File: config.mk
export PLATFORM = sky130hd
export DESIGN_NAME = spi_request_arbiter_flat
export DESIGN_NICKNAME = d
export VERILOG_FILES = /design/src/rtl/spi_request_arbiter_if.sv /design/src/rtl/spi_request_arbiter.sv /design/src/flat_wrapper.sv
export SDC_FILE = /design/constraint.sdc
export NUM_CORES = 1
export LEC_CHECK = 0
export ABC_AREA = 1
export BUFFER_PORTS_ARGS = -buffer_cell sky130_fd_sc_hd__buf_2
export CAP_MARGIN = 20
export CORE_MARGIN = 5
export CORE_UTILIZATION = 48
export DETAILED_ROUTE_END_ITERATION = 10
export HOLD_SLACK_MARGIN = 0.05
export PLACE_DENSITY_LB_ADDON = 0.05
export SLEW_MARGIN = 15
export SYNTH_ARGS = -nofsm -noshare
export SYNTH_HDL_FRONTEND = slang
export SYNTH_SLANG_ARGS = --single-unit
File: constraint.sdc
create_clock -name avmm_clk -period 2.4 [get_ports avmm_clk]
set_input_delay 0.24 -clock avmm_clk [delete_from_list [all_inputs] [get_ports avmm_clk]]
set_output_delay 0.24 -clock avmm_clk [all_outputs]
set_load 0.01 [all_outputs]
File: src/rtl/spi_request_arbiter_if.sv
// spi_request_arbiter_if: requester-side request/response signals plus the Avalon-MM master bus of spi_request_arbiter
interface spi_request_arbiter_if #(
  parameter int NUM_REQ = 4
);
  logic [NUM_REQ-1:0] req_valid;
  logic [NUM_REQ*18-1:0] req_cfg;
  logic [NUM_REQ*32-1:0] req_tx;
  logic [NUM_REQ-1:0] req_ack;
  logic [NUM_REQ-1:0] rsp_valid;
  logic [31:0] rsp_rx;
  logic rsp_err;
  logic busy;
  logic m_cs;
  logic [2:0] m_addr;
  logic m_write;
  logic [31:0] m_writedata;
  logic m_read;
  logic [31:0] m_readdata;
  modport slave (
    input req_valid, req_cfg, req_tx, m_readdata,
    output req_ack, rsp_valid, rsp_rx, rsp_err, busy, m_cs, m_addr, m_write, m_writedata, m_read
  );
  modport master (
    output req_valid, req_cfg, req_tx, m_readdata,
    input req_ack, rsp_valid, rsp_rx, rsp_err, busy, m_cs, m_addr, m_write, m_writedata, m_read
  );
endinterface

File: src/rtl/spi_request_arbiter.sv
// spi_request_arbiter: round-robin sharing of one controller_spi among NUM_REQ requesters; ports avmm_clk, avmm_reset_n and bus (slave: req_*/rsp_*/busy plus Avalon-MM m_*)
module spi_request_arbiter #(
  parameter int NUM_REQ = 4,
  parameter int POLL_LIMIT = 4096
) (
  input logic avmm_clk,
  input logic avmm_reset_n,
  spi_request_arbiter_if.slave bus
);
  localparam int SW = $clog2(NUM_REQ);
  localparam int CW = $clog2(POLL_LIMIT + 1);
  typedef enum logic [3:0] {
    S_IDLE, S_WR_CFG, S_WR_TX, S_WR_START, S_POLL, S_POLL_WAIT, S_RD_RX, S_RD_WAIT, S_DONE
  } state_t;
  state_t r_state;
  logic [SW-1:0] r_ptr, r_sel, w_sel;
  logic [31:0] r_tx, r_rx, r_wdata;
  logic [CW-1:0] r_cnt;
  logic [NUM_REQ-1:0] r_ack, r_rsp_valid;
  logic r_err, r_busy, r_cs, r_write, r_read;
  logic [2:0] r_addr;
  always_comb begin
    w_sel = r_ptr;
    for (int k = NUM_REQ; k >= 1; k--)
      if (bus.req_valid[(int'(r_ptr) + k) % NUM_REQ]) w_sel = SW'((int'(r_ptr) + k) % NUM_REQ);
  end
  always_ff @(posedge avmm_clk or negedge avmm_reset_n) begin
    if (!avmm_reset_n) begin
      r_state <= S_IDLE;
      r_ptr <= SW'(NUM_REQ - 1);
      r_sel <= '0;
      r_tx <= '0;
      r_rx <= '0;
      r_cnt <= '0;
      r_ack <= '0;
      r_rsp_valid <= '0;
      r_err <= 1'b0;
      r_busy <= 1'b0;
      r_cs <= 1'b0;
      r_write <= 1'b0;
      r_read <= 1'b0;
      r_addr <= '0;
      r_wdata <= '0;
    end else begin
      r_ack <= '0;
      r_rsp_valid <= '0;
      r_err <= 1'b0;
      r_cs <= 1'b0;
      r_write <= 1'b0;
      r_read <= 1'b0;
      r_addr <= '0;
      r_wdata <= '0;
      case (r_state)
        S_IDLE: if (|bus.req_valid) begin
          r_state <= S_WR_CFG;
          r_sel <= w_sel;
          r_busy <= 1'b1;
          r_cnt <= '0;
          r_ack[w_sel] <= 1'b1;
          r_tx <= bus.req_tx[w_sel*32 +: 32];
          r_cs <= 1'b1;
          r_write <= 1'b1;
          r_addr <= 3'd1;
          r_wdata <= {14'b0, bus.req_cfg[w_sel*18+8 +: 10], 2'b0, bus.req_cfg[w_sel*18 +: 6]};
        end
        S_WR_CFG: begin
          r_state <= S_WR_TX;
          r_cs <= 1'b1;
          r_write <= 1'b1;
          r_addr <= 3'd2;
          r_wdata <= r_tx;
        end
        S_WR_TX: begin
          r_state <= S_WR_START;
          r_cs <= 1'b1;
          r_write <= 1'b1;
          r_wdata <= 32'h1;
        end
        S_WR_START: begin
          r_state <= S_POLL;
          r_cs <= 1'b1;
          r_read <= 1'b1;
        end
        S_POLL: begin
          r_state <= S_POLL_WAIT;
          r_cnt <= r_cnt + CW'(1);
        end
        S_POLL_WAIT: if (!bus.m_readdata[1]) begin
          r_state <= S_RD_RX;
          r_cs <= 1'b1;
          r_read <= 1'b1;
          r_addr <= 3'd3;
        end else if (r_cnt < CW'(POLL_LIMIT)) begin
          r_state <= S_POLL;
          r_cs <= 1'b1;
          r_read <= 1'b1;
        end else begin
          r_state <= S_DONE;
          r_rx <= '0;
          r_rsp_valid[r_sel] <= 1'b1;
          r_err <= 1'b1;
        end
        S_RD_RX: r_state <= S_RD_WAIT;
        S_RD_WAIT: begin
          r_state <= S_DONE;
          r_rx <= bus.m_readdata;
          r_rsp_valid[r_sel] <= 1'b1;
        end
        S_DONE: begin
          r_state <= S_IDLE;
          r_ptr <= r_sel;
          r_busy <= 1'b0;
        end
        default: r_state <= S_IDLE;
      endcase
    end
  end
  assign bus.req_ack = r_ack;
  assign bus.rsp_valid = r_rsp_valid;
  assign bus.rsp_rx = r_rx;
  assign bus.rsp_err = r_err;
  assign bus.busy = r_busy;
  assign bus.m_cs = r_cs;
  assign bus.m_addr = r_addr;
  assign bus.m_write = r_write;
  assign bus.m_writedata = r_wdata;
  assign bus.m_read = r_read;
endmodule

File: src/flat_wrapper.sv
// flat-port wrapper written by rule: the top's interface ports become plain ports
module spi_request_arbiter_flat 
#(
  parameter int NUM_REQ = 4,
  parameter int POLL_LIMIT = 4096
)
  (avmm_clk, avmm_reset_n, bus_req_valid, bus_req_cfg, bus_req_tx, bus_m_readdata, bus_req_ack, bus_rsp_valid, bus_rsp_rx, bus_rsp_err, bus_busy, bus_m_cs, bus_m_addr, bus_m_write, bus_m_writedata, bus_m_read);
  spi_request_arbiter_if #(.NUM_REQ(NUM_REQ)) bus_i ();
  input logic avmm_clk;
  input logic avmm_reset_n;
  input wire logic [$bits(bus_i.req_valid)-1:0] bus_req_valid;
  input wire logic [$bits(bus_i.req_cfg)-1:0] bus_req_cfg;
  input wire logic [$bits(bus_i.req_tx)-1:0] bus_req_tx;
  input wire logic [$bits(bus_i.m_readdata)-1:0] bus_m_readdata;
  output wire logic [$bits(bus_i.req_ack)-1:0] bus_req_ack;
  output wire logic [$bits(bus_i.rsp_valid)-1:0] bus_rsp_valid;
  output wire logic [$bits(bus_i.rsp_rx)-1:0] bus_rsp_rx;
  output wire logic [$bits(bus_i.rsp_err)-1:0] bus_rsp_err;
  output wire logic [$bits(bus_i.busy)-1:0] bus_busy;
  output wire logic [$bits(bus_i.m_cs)-1:0] bus_m_cs;
  output wire logic [$bits(bus_i.m_addr)-1:0] bus_m_addr;
  output wire logic [$bits(bus_i.m_write)-1:0] bus_m_write;
  output wire logic [$bits(bus_i.m_writedata)-1:0] bus_m_writedata;
  output wire logic [$bits(bus_i.m_read)-1:0] bus_m_read;
  assign bus_i.req_valid = bus_req_valid;
  assign bus_i.req_cfg = bus_req_cfg;
  assign bus_i.req_tx = bus_req_tx;
  assign bus_i.m_readdata = bus_m_readdata;
  assign bus_req_ack = bus_i.req_ack;
  assign bus_rsp_valid = bus_i.rsp_valid;
  assign bus_rsp_rx = bus_i.rsp_rx;
  assign bus_rsp_err = bus_i.rsp_err;
  assign bus_busy = bus_i.busy;
  assign bus_m_cs = bus_i.m_cs;
  assign bus_m_addr = bus_i.m_addr;
  assign bus_m_write = bus_i.m_write;
  assign bus_m_writedata = bus_i.m_writedata;
  assign bus_m_read = bus_i.m_read;
  spi_request_arbiter #(.NUM_REQ(NUM_REQ), .POLL_LIMIT(POLL_LIMIT)) u_core (.avmm_clk(avmm_clk), .avmm_reset_n(avmm_reset_n), .bus(bus_i));
endmodule
After elaboration in Yosys (flattened, before gate mapping) --
Index checks and enable logic that the tools add are counted.
Word-level totals: register bits after elaboration 133, word-level logic and storage cells 116
Operators by class: add/subtract/negate cells 6, $mul 1, magnitude comparators 9, eq/ne operators 11, shift-type cells 3, mux-type cells 50, bitwise gates (word level) 4, reduce and logical (&&, ||, !) cells 17
Operators with widths (number):
- variable part select 128 x 8 -> 32 bit | 1
- case mux 32 bit (3 select lines) | 1
- variable part select 72 x 33 -> 10 bit | 1
- variable part select 72 x 8 -> 6 bit | 1
- two-way mux 32 bit | 2
- case mux 32 bit (2 select lines) | 1
- case mux 4 bit (8 select lines) | 1
- two-way mux 4 bit | 7
- case mux 13 bit (2 select lines) | 1
- two-way mux 1 bit | 18
- two-way mux 18 bit | 1
- == test 4 x 3 -> 1 bit, second input constant | 4
- < comparator 3 x 4 -> 1 bit, second input constant | 4
- adder 13 x 1 -> 13 bit, second input constant | 1
- < comparator 13 bit, second input constant | 1
- two-way mux 13 bit | 1
- two-way mux 2 bit | 5
- OR reduction 2 bit | 5
- case mux 3 bit (3 select lines) | 1
- adder 7 x 4 -> 8 bit, second input constant | 1
- binary-select mux 1 bit (select 2 bit) | 4
- == test 4 x 2 -> 1 bit, second input constant | 2
- case mux 4 bit (2 select lines) | 1
- < comparator 2 x 3 -> 1 bit, second input constant | 2
- other kinds (19) | 34

Logic depth before layout (Yosys ltp) --
Gate-level depths: netlist (run 1).
word-level depth 16, depth in mapped cells 18

Worst setup path before layout (run 1) --
No wires, ideal clock.
kind reg2reg, from reg u_core.r_ptr[0], to reg u_core.r_tx[0], library setup time 0.117 ns, arrival time 1.716 ns, setup slack 0.567 ns, cell stages (with the launch flop) 16, path buffers 2, period minus slack after synthesis 1.833 ns, cells stage by stage dfstp_2 > buf_6 > inv_4 > nand2_1 > nand2_1 > nand2_2 > nand2_1 > inv_2 > nand2_1 > o21ai_2 > inv_2 > clkbuf_1 > nand2_1 > nand2_1 > nand2_1 > nand2_1
Between the ends: longest elaborated chain between the ends 9, elaborated cells between the ends (all ways) 21
Ends and longest elaborated chain:
- start, declared | line spi_request_arbiter.sv:16 | logic [SW-1:0] r_ptr, r_sel, w_sel;
- start signal, assigned | line spi_request_arbiter.sv:30 | r_ptr <= SW'(NUM_REQ - 1);
- start signal, assigned | line spi_request_arbiter.sv:111 | r_ptr <= r_sel;
- adder 2 x 1 -> 2 bit | line spi_request_arbiter.sv:25 | if (bus.req_valid[(int'(r_ptr) + k) % NUM_REQ]) w_sel = SW'((int'(r_ptr) + k) % NUM_REQ);
- binary-select mux 1 bit (select 2 bit) | line spi_request_arbiter.sv:25
- two-way mux 1 bit (implied by the code) (2 in series) | line spi_request_arbiter.sv:25
- two-way mux 2 bit (3 in series) | line spi_request_arbiter.sv:25
- two-way mux 2 bit * | line spi_request_arbiter.sv:25
- variable part select 128 x 8 -> 32 bit * | line spi_request_arbiter.sv:60 | r_tx <= bus.req_tx[w_sel*32 +: 32];
- end signal, assigned | line spi_request_arbiter.sv:60
- end, declared | line spi_request_arbiter.sv:17 | logic [31:0] r_tx, r_rx, r_wdata;
Mark *: on every way between the ends. The rest lies on a longest branch, timed or not. The select of a mux whose other input is x is not followed. A chain may end at the register's enable or synchronous reset.

Final worst setup path (run 1) --
from reg u_core.r_ptr[0], to reg u_core.r_tx[15]
The elaborated chain is that of the path after synthesis.

==> flow_metrics.py, run 1 <==
metrics = {
    "routing": {
        "viasPerCell": 5.02,
        "drt_iter0_drc": 392,
        "vias": 7469,
        "wl_per_cell_um": 14.8,
        "drc_errors": 0,
        "ant_nets": 0,
        "drt_wl_total_um": 22000,
        "first_pass_iters": 5,
    },
    "synthesis": {
        "synth_edf_count": 0,
        "synthArstFlopShare": 1.00,
        "synth_seq_cells": 132,
        "synthCells": 1007,
        "synth.avg_cell_area_um2": 7.13,
        "yosysSeqAreaShare": 0.460,
        "synth_flop_cell": "dfrtp_1",
        "yosysWarnings": 0,
        "syn-num-nets": 1246,
        "syn-cell-area_um2": 7180,
        "synth_cell_types": 38,
    },
    "timing": {
        "tns_ns": 0,
        "slew_headroom": 0.560,
        "rsz0062_at_grt": "yes",
        "fmaxAchievable_mhz": 450,
        "worstMarginPinSlew_ns": 0.654,
        "clock_skew_ns": 0.00779,
        "drv_slew": 0,
        "setup_viol": 0,
        "min_period_ns": 2.22,
        "finalCritPeriodShare": 0.925,
        "hold_viol_final": 0,
        "hold_ws_ns": 0.0735,
    },
    "critical_path": {
        "critPathRequiredTime_ns": 2.74,
        "crit_arrival_ns": 2.57,
        "crit_path_end_kind": "flop",
        "cp_max_fo": 56,
        "worstSetupStartpointType": "flop",
        "critPathKind": "reg2reg",
    },
    "cells_and_area": {
        "postLayoutCellArea_um2": 9500,
        "layout-drive-gt1-share": 0.291,
        "nets": 1532,
        "fill_cells": 1384,
        "diodes": 0,
        "synthToLayoutAreaGrowth_pct": 32.3,
        "final_cells": 1488,
    },
    "cts": {
        "cts_max_path_buffers": 2,
        "cts_tree": "built",
        "cts_buffers": 17,
        "cts_root_buf": "clkbuf_16",
        "clk_pin_slew_ns": 0.06,
        "clock_latency_ns": 0.41,
        "h-tree-depth": 4,
        "clock-sinks": 132,
    },
    "power_and_ir_drop": {
        "total_leakage_power_uw": 0.00568,
        "p_per_area_nw_per_um2": 1630,
        "ir_worst_vdd_mv": 1.39,
    },
    "floorplanning": {
        "dieArea_um2": 17500,
        "die_y_um": 132,
        "start_util": 0.492,
        "core_um2": 14600,
        "fp-row-count": 44,
        "num_io_pins": 318,
        "dieWidth_um": 132,
    },
    "place": {
        "place_inst": 1455,
        "dp.final_hpwl_um": 15800,
        "place_area_um2": 8840,
        "io_buffers": 308,
        "place_congestion": 0.871,
    },
    "global_route": {
        "gr-total-overflow": 0,
        "grt_pass1_wl_um": 34800,
        "track_usage": 0.242,
        "antenna_found_initial": 1,
        "grt_pass1_vias": 7045,
        "grt_max_degree": 85,
    },
    "status": {
        "status": "completed",
    },
    "job": {
        "maxCapViolations": 0,
    },
    "worst_hold_path": {
        "min_path_type": "in2reg",
    },
}
cells in the final DEF, fill, tap and decap left out, drive strengths merged, types with 9 or more instances in the layout:
master  netlist  layout
a32o         31      31
buf          46     328
clkbuf       17      20
dfrtp       130     130
inv          50      51
nand2       545     545
nand3       101     101
nor2         39      39
nor3          9       9
o21ai        15      15
what timing repair did:
item                                    4_1_cts  5_1_grt
buffers inserted                              0        1
endpoints found under the setup margin        0       10
hold buffers                                  1        0
gates resized for setup                       0        2
endpoints found under the hold margin        52        0
state kept, by name, summed over array words and instances (netlist names):
register	flops
u_core.bus.m_writedata	32
u_core.bus.rsp_rx	32
u_core.r_tx	32
u_core.r_cnt	13
u_core.bus.req_ack	4
u_core.bus.rsp_valid	4
u_core.r_state	4
u_core.bus.m_addr	2
u_core.r_ptr	2
u_core.r_sel	2
u_core.bus.busy	1
u_core.bus.m_cs	1
u_core.bus.m_read	1
u_core.bus.m_write	1
u_core.bus.rsp_err	1
cells by family after synthesis:
logic type / count (synthesis) / synth area share
simple gates: 698 / 0.392
flops: 132 / 0.460
buf+inv: 114 / 0.0758
compound gates: 57 / 0.0640
xor+xnor: 2 / 0.00244
mux: 2 / 0.00279
fa+ha+maj: 1 / 0.00174
other cells: 1 / 0.000522
where the power goes:
part | internal [µW] | switching, µW
Combinational | 3300 | 6160
Clock | 1660 | 945
Sequential | 3030 | 389
worst max-delay path, stage by stage (launching register included):
cell,delay (ns)
dfstp_2,0.62
inv_4,0.10
nand2_1,0.07
nand2_1,0.04
nand2_1,0.07
nand2_1,0.08
inv_2,0.06
nand2_2,0.07
nand2_2,0.11
nand2_8,0.12
nand2_4,0.11
buf_12,0.24
nand2_1,0.08
nand2_1,0.10
nand2_1,0.07
nand2_1,0.08
nand2_1,0.05
nand2_1,0.06
through the flow:
stage	util	setup slack (ns)	power [µW]
after global routing	0.651	-0.0146	16900
after floorplan	-	0.567	10300
after detailed placement	0.606	0.211	12700
after CTS	0.648	0.193	15400
final	0.651	0.179	15500
after global placement	0.606	0.236	12600
area by class of cell:
| cell class | instances | area (µm²) | area share |
|---|---|---|---|
| sequential | 132 | 3310 | 0.348 |
| inverter | 51 | 194 | 0.0204 |
| clock buffer | 19 | 443 | 0.0466 |
| timing repair buffer | 330 | 1820 | 0.191 |
| clock inverter | 11 | 155 | 0.0163 |
| tap | 184 | 230 | 0.0242 |
| multi-input combinational | 761 | 3350 | 0.353 |
final timing paths:
path / startpoint / to / slack [ns] / cells past startpoint
setup / recovery: u_core.r_ptr[0] / u_core.r_tx[15] / 0.18 / 17
max in group asynchronous: avmm_reset_n / u_core.r_tx[3] / 1.32 / 3
hold reg to reg: u_core.r_tx[18] / u_core.r_tx[18] / 0.48 / 2
setup reg to reg: u_core.r_ptr[0] / u_core.r_tx[15] / 0.18 / 17
min in group asynchronous: avmm_reset_n / u_core.bus.m_writedata[4] / 0.35 / 2
hold / removal: bus_m_readdata[13] / u_core.bus.rsp_rx[13] / 0.07 / 2
cell usage after synthesis, drive strengths merged, types with 2 or more instances:
master  count  share of area
nor2       39          0.021
dfrtp     130           0.45
mux2i       2         0.0028
dfstp       2         0.0073
o21ai      15          0.011
a32o       31          0.043
clkbuf     17         0.0089
nand3     101          0.072
a21oi       5         0.0035
nor3        9         0.0063
inv        50          0.026
o31ai       2         0.0021
buf        46          0.040
nand2     545           0.29
metal layers:
layer,track usage,up-vias,wire length [µm]
met4,0.0933,2,616
met2,0.400,245,10800
li1,-,3747,-
met3,0.0702,43,1620
met5,0,-,13
met1,0.300,3432,8950
(Power assumes the default switching activity.)
==> inputs of run 2 (changes only) <==
--- a/config.mk
+++ b/config.mk
@@ -5,14 +5,16 @@
 export SDC_FILE = /design/constraint.sdc
 export NUM_CORES = 1
 export LEC_CHECK = 0
-export ABC_AREA = 1
 export BUFFER_PORTS_ARGS = -buffer_cell sky130_fd_sc_hd__buf_2
 export CAP_MARGIN = 20
+export CELL_PAD_IN_SITES_DETAIL_PLACEMENT = 1
+export CELL_PAD_IN_SITES_GLOBAL_PLACEMENT = 2
 export CORE_MARGIN = 5
-export CORE_UTILIZATION = 48
+export CORE_UTILIZATION = 27
 export DETAILED_ROUTE_END_ITERATION = 10
 export HOLD_SLACK_MARGIN = 0.05
 export PLACE_DENSITY_LB_ADDON = 0.05
+export RECOVER_POWER = 25
 export SLEW_MARGIN = 15
 export SYNTH_ARGS = -nofsm -noshare
 export SYNTH_HDL_FRONTEND = slang
==> run 2 against run 1 <==
Net effect:
- the flow now finishes with violations (max-capacitance violations, max-slew violations)
- synthesized cell count is 42% lower
- routed wire length grew 12%
- sequential power is 2% higher
- worst hold slack gained 0.046 ns
- synthesized area shrank 8.6%
- global-route usage shrank 6.5 points
- combinational power fell by 50%
- clock-buffer cell count shrank 2
- clock power is 7% higher
- die area rose by 57%
- cell count shrank 16%
- critical path type unchanged
==> flow_metrics.py, run 2 <==
metrics = {
    "place": {
        "place_congestion": 0.764,
        "io_buffers": 308,
        "place_inst": 1190,
        "dpl_worst_slack_ns": 0.123,
        "dp.final_hpwl_um": 17900,
    },
    "global_route": {
        "gr-total-overflow": 0,
        "track_usage": 0.177,
        "grt_pass1_vias": 6832,
        "grt_max_degree": 63,
        "grt_pass1_wl_um": 38800,
        "antenna_found_initial": 9,
    },
    "floorplanning": {
        "die_y_um": 166,
        "dieWidth_um": 166,
        "core_um2": 24100,
        "dieArea_um2": 27500,
        "start_util": 0.272,
        "num_io_pins": 318,
        "fp-row-count": 57,
    },
    "synthesis": {
        "synth_common_cells": "dfrtp_1 (130), mux2i_1 (68), nor2_1 (55)",
        "yosys.area_share.simple": 0.113,
        "synthAdderAreaFrac": 0.00191,
        "synth_seq_cells": 132,
        "synth_top_area_cell": "dfrtp_1",
        "synth_area_leaders": "dfrtp_1 (50%), mux2i_1 (10%), a211oi_2 (5.7%)",
        "synthArstFlopShare": 1.00,
        "yosysWarnings": 0,
        "synthXorXnorAreaFrac": 0,
        "yosys.cell_count.top_type": "dfrtp_1",
        "synth_edf_count": 0,
        "synth.area.mux_share": 0.109,
        "synthCells": 585,
        "yosysSeqAreaShare": 0.504,
        "syn-num-nets": 824,
        "synth_flop_cell": "dfrtp_1",
        "syn-cell-area_um2": 6560,
        "synth.avg_cell_area_um2": 11.2,
        "synth_cell_types": 46,
        "synth_top_area_frac": 0.496,
        "synth_top_family_by_area": "compound AO/OA/AOI/OAI gates",
        "synth_compound_area_frac": 0.229,
    },
    "cells_and_area": {
        "final_common_cell": "buf_2",
        "multi_input_comb_area_um2": 3020,
        "regArea_um2": 3310,
        "nets": 1156,
        "synthToLayoutAreaGrowth_pct": 44.3,
        "final_cell_mix": "buf_2 (302), dfrtp_1 (130), mux2i_1 (67), nor2_1 (52), nand2_1 (37)",
        "fill_cells": 2790,
        "layout-drive-gt1-share": 0.438,
        "final_cells": 1256,
    },
    "routing": {
        "wl_per_cell_um": 19.7,
        "viasPerCell": 4.87,
        "drt_wl_total_um": 24700,
        "first_pass_iters": 4,
        "drc_errors": 0,
        "vias": 6122,
        "drt_iter0_drc": 199,
        "ant_nets": 0,
    },
    "status": {
        "status": "complete, but fails checks",
        "violations": "max-capacitance violations, max-slew violations",
    },
    "cts": {
        "cts_root_buf": "clkbuf_16",
        "clock_latency_ns": 0.42,
        "cts_buffers": 17,
        "clk_pin_slew_ns": 0.06,
        "h-tree-depth": 4,
        "cts_tree": "built",
        "clock-sinks": 132,
        "cts_max_path_buffers": 2,
    },
    "power_and_ir_drop": {
        "clkPwrFrac": 0.252,
        "power_switching_uw": 4180,
        "power_frac_comb": 0.431,
        "switching_share": 0.380,
        "ir_worst_vdd_mv": 0.453,
        "seq_power_share": 0.317,
        "p_per_area_nw_per_um2": 1160,
        "p_int_uw": 6810,
        "finalPower_uw": 11000,
        "total_leakage_power_uw": 0.00459,
    },
    "critical_path": {
        "reg2reg_setup_slack_ns": 0.15,
        "crit_path_end_kind": "flop",
        "rr_worst_depth": 5,
        "max_stage_delay_ns": 0.72,
        "critPathKind": "reg2reg",
        "cp.buffers_inverters": 1,
        "r2r_end": "u_core.r_tx[26]",
        "path_delay_family": "simple AND/OR/NAND/NOR gates",
        "cp_max_fo": 23,
        "crit_cells": 5,
        "crit_chain": "nor2b_1, o31ai_2, nor2_4, buf_4, a211oi_2",
        "crit_slowest_cell": "nor2_4",
        "critPathRequiredTime_ns": 2.69,
        "crit_arrival_ns": 2.55,
        "worstSetupStartpointType": "flop",
        "timing.rr.start": "u_core.r_ptr[0]",
    },
    "timing": {
        "rsz0062_at_grt": "no",
        "drv_slew": 63,
        "clock_skew_ns": 0.00840,
        "setup_viol": 0,
        "min_period_ns": 2.25,
        "worstMarginPinSlew_ns": 1.63,
        "slew_headroom": -0.0833,
        "tns_ns": 0,
        "hold_viol_final": 0,
        "finalCritPeriodShare": 0.939,
        "setup_slack_ns": 0.146,
        "fmaxAchievable_mhz": 444,
    },
    "job": {
        "maxCapViolations": 1,
    },
    "worst_hold_path": {
        "min_path_type": "in2reg",
        "hold_path_end": "u_core.bus.rsp_err",
        "whs_path_depth": 3,
        "min_from": "bus_m_readdata[1]",
    },
}
-- run 2: kinds of logic after synthesis --
| group | Yosys count |
|---|---|
| DFF | 132 |
| AOI/OAI and AO/OA | 172 |
| buffers and inverters | 55 |
| adders and majority gates | 1 |
| muxes | 71 |
| other | 1 |
| and+or+nand+nor | 153 |
-- run 2: per-layer routing --
layer | vias up | GRT usage | wire length [µm]
met5 | - | 0 | 81
met4 | 14 | 0.0459 | 407
met3 | 37 | 0.0562 | 1270
met2 | 176 | 0.313 | 12700
met1 | 3027 | 0.208 | 10200
li1 | 2868 | - | -
-- run 2: worst max path at each step --
stage,slack (ns),startpoint,to
after global routing,0.004,u_core.r_state[2],u_core.r_tx[25]
after detailed placement,0.12,u_core.r_state[2],u_core.r_tx[26]
after floorplan,0.41,u_core.r_ptr[1],u_core.bus.m_writedata[11]
after global placement,0.17,u_core.r_ptr[1],u_core.r_tx[28]
after CTS,0.10,u_core.r_ptr[0],u_core.r_tx[26]
final,0.15,u_core.r_ptr[0],u_core.r_tx[26]
-- run 2: power groups by stage --
stage | Sequential, µW | Combinational (µW) | Clock [µW]
2_1_floorplan | 3690 | 2830 | 0
3_3_place_gp | 3490 | 4710 | 0
3_5_place_dp | 3520 | 4800 | 0
4_1_cts | 3490 | 4870 | 2850
5_1_grt | 3590 | 5190 | 2950
6_report | 3490 | 4730 | 2770
-- run 2: area by class of cell --
class / count / area share
antenna: 2 / 0.000529
clock buffer: 17 / 0.0449
clock inverter: 15 / 0.0205
inverter: 1 / 0.000397
multi-input combinational: 398 / 0.319
sequential: 132 / 0.349
tap: 324 / 0.0428
timing repair buffer: 367 / 0.222
-- run 2: repair_timing --
item	in CTS	in global routing
setup buffers	0	0
setup endpoints to repair	0	1
hold buffers	32	0
resized for setup	0	1
hold endpoints to repair	89	0
-- run 2: worst min-delay path, delay by kind of cell --
family	cells	cell delay, ns
buffers and inverters	1	0.15
and+or+nand+nor	2	0.11
-- run 2: through the flow --
step / cell area [µm²] / hold WS [ns] / util
finish: 9470 / 0.120 / 0.393
global route: 9470 / 0.123 / 0.393
CTS: 9490 / 0.0869 / 0.394
detailed placement: 8550 / 0.275 / 0.355
global placement: 8550 / 0.275 / 0.355
floorplan: 6560 / -0.0556 / -
==> inputs of run 3 (changes only) <==
--- a/config.mk
+++ b/config.mk
@@ -13,7 +13,7 @@
 export CORE_UTILIZATION = 27
 export DETAILED_ROUTE_END_ITERATION = 10
 export HOLD_SLACK_MARGIN = 0.05
-export PLACE_DENSITY_LB_ADDON = 0.05
+export PLACE_DENSITY_LB_ADDON = 0.12
 export RECOVER_POWER = 25
 export SLEW_MARGIN = 15
 export SYNTH_ARGS = -nofsm -noshare
==> run 3 against run 2 <==
Net effect:
- the run now ends clean
- power fell by 1.8%
- maximum frequency rose by 1.2%
- cell area barely moved
- largest power group unchanged
- worst setup slack gained 0.028 ns
==> flow_metrics.py, run 3 (synthesis gave the netlist of run 2 again) <==
metrics = {
    "routing": {
        "wl_per_cell_um": 19.6,
        "wirelength_met1_um": 10200,
        "first_pass_iters": 4,
        "drc_errors": 0,
        "ant_nets": 0,
        "wl_met3_um": 1620,
        "viasPerCell": 4.85,
        "drt_wl_total_um": 24800,
        "highest_layer": "met5",
        "vias": 6138,
        "met2_wirelength_um": 12500,
        "drt_iter0_drc": 252,
    },
    "timing": {
        "rsz0062_at_grt": "yes",
        "worstMarginPinSlew_ns": 1.47,
        "clock_skew_ns": 0.0109,
        "hold_viol_final": 0,
        "drv_slew": 0,
        "slew_headroom": 0.0232,
        "min_period_ns": 2.23,
        "tns_ns": 0,
        "setup_viol": 0,
        "finalCritPeriodShare": 0.928,
        "hold_ws_ns": 0.120,
        "fmaxAchievable_mhz": 449,
    },
    "power_and_ir_drop": {
        "power_switching_uw": 4260,
        "ir_worst_vdd_mv": 0.417,
        "total_leakage_power_uw": 0.00459,
        "seq_power_share": 0.322,
        "p_int_uw": 6530,
        "power_frac_comb": 0.445,
        "clkPwrFrac": 0.234,
        "finalPower_uw": 10800,
        "switching_share": 0.395,
        "p_per_area_nw_per_um2": 1140,
    },
    "global_route": {
        "antenna_found_initial": 11,
        "grt_pass1_wl_um": 39100,
        "grt_pass1_vias": 6960,
        "track_usage": 0.177,
        "gr-total-overflow": 0,
        "grt_max_degree": 53,
    },
    "critical_path": {
        "critPathKind": "reg2reg",
        "crit_chain": "mux2i_1, nor2_4, nor3_2, buf_4, buf_4, mux2i_1, a211oi_2",
        "rr_worst_depth": 7,
        "critPathRequiredTime_ns": 2.66,
        "crit_slowest_cell": "dfstp_2",
        "crit_path_end_kind": "flop",
        "cp_max_fo": 19,
        "worstSetupStartpointType": "flop",
        "max_stage_delay_ns": 0.63,
        "crit_arrival_ns": 2.49,
    },
    "floorplanning": {
        "dieArea_um2": 27500,
        "die_y_um": 166,
        "start_util": 0.272,
        "dieWidth_um": 166,
        "fp-row-count": 57,
        "num_io_pins": 318,
        "core_um2": 24100,
    },
    "cells_and_area": {
        "final_cell_mix": "buf_2 (307), dfrtp_1 (130), mux2i_1 (68), nor2_1 (52), nand2_1 (37)",
        "layout-drive-gt1-share": 0.444,
        "fill_cells": 2807,
        "final_common_cell": "buf_2",
        "synthToLayoutAreaGrowth_pct": 44.4,
        "nets": 1160,
    },
    "status": {
        "status": "completed",
    },
    "cts": {
        "cts_max_path_buffers": 2,
        "cts_root_buf": "clkbuf_16",
        "clock_latency_ns": 0.42,
        "clock-sinks": 132,
        "clk_pin_slew_ns": 0.07,
        "cts_buffers": 17,
        "cts_tree": "built",
        "h-tree-depth": 4,
    },
    "worst_hold_path": {
        "min_path_type": "in2reg",
        "whs_path_depth": 3,
    },
    "job": {
        "maxCapViolations": 0,
    },
    "place": {
        "io_buffers": 308,
        "place_congestion": 0.782,
        "dp.final_hpwl_um": 18100,
    },
}
[run 3: repair_timing]
action | 4_1_cts | 5_1_grt
setup buffers | 0 | 0
hold buffers | 32 | 0
setup endpoints to repair | 0 | 7
endpoints found under the hold margin | 81 | 0
resized for setup | 0 | 2
[run 3: power by group through the flow]
stage / logic, µW / registers [µW] / clock network [µW]
global placement: 4680 / 3480 / 0
CTS: 4860 / 3480 / 2600
finish: 4790 / 3470 / 2520
floorplan: 2830 / 3690 / 0
detailed placement: 4790 / 3520 / 0
global route: 5250 / 3570 / 2700
[run 3: worst paths after layout]
path                                   startpoint            endpoint  slack, ns
worst min-delay path            bus_m_readdata[1]  u_core.bus.rsp_err       0.12
worst max-delay path              u_core.r_ptr[1]     u_core.r_tx[10]       0.17
worst max register to register    u_core.r_ptr[1]     u_core.r_tx[10]       0.17
worst min register to register   u_core.r_cnt[11]    u_core.r_cnt[11]       0.49
max in group asynchronous            avmm_reset_n     u_core.r_ptr[1]       0.70
min in group asynchronous            avmm_reset_n     u_core.r_cnt[8]       0.71
[run 3: stage by stage]
stage | instances | utilization | instance area [µm²] | setup WS [ns]
after floorplan | 585 | - | 6560 | 0.407
after global placement | 1193 | 0.355 | 8560 | 0.130
after detailed placement | 1193 | 0.355 | 8560 | 0.0627
after CTS | 1257 | 0.392 | 9440 | 0.0557
after global routing | 1263 | 0.393 | 9470 | -0.0122
final | 1266 | 0.393 | 9470 | 0.174
[run 3: layout make-up]
cell class	count	area [µm²]	area share
Clock inverter	15	141	0.0149
Timing Repair Buffer	370	2130	0.225
Multi-Input combinational cell	399	3040	0.321
Clock buffer	17	425	0.0449
Sequential cell	132	3310	0.349
Inverter	1	3.75	0.000396
Tap cell	324	405	0.0428
Antenna cell	8	20.0	0.00211
[run 3: critical path, delay by kind of cell (launching register included)]
family                 cells  cell delay [ns]
AND/OR/NAND/NOR            2             0.25
AO/OA/AOI/OAI              1             0.10
flip-flops                 1             0.63
multiplexers               2             0.62
buffers and inverters      2             0.47
[run 3: per-layer routing]
| layer | track usage | vias up |
|---|---|---|
| met1 | 0.212 | 3003 |
| met3 | 0.0595 | 34 |
| met5 | 0 | - |
| met4 | 0.0502 | 12 |
| li1 | - | 2893 |
| met2 | 0.306 | 196 |
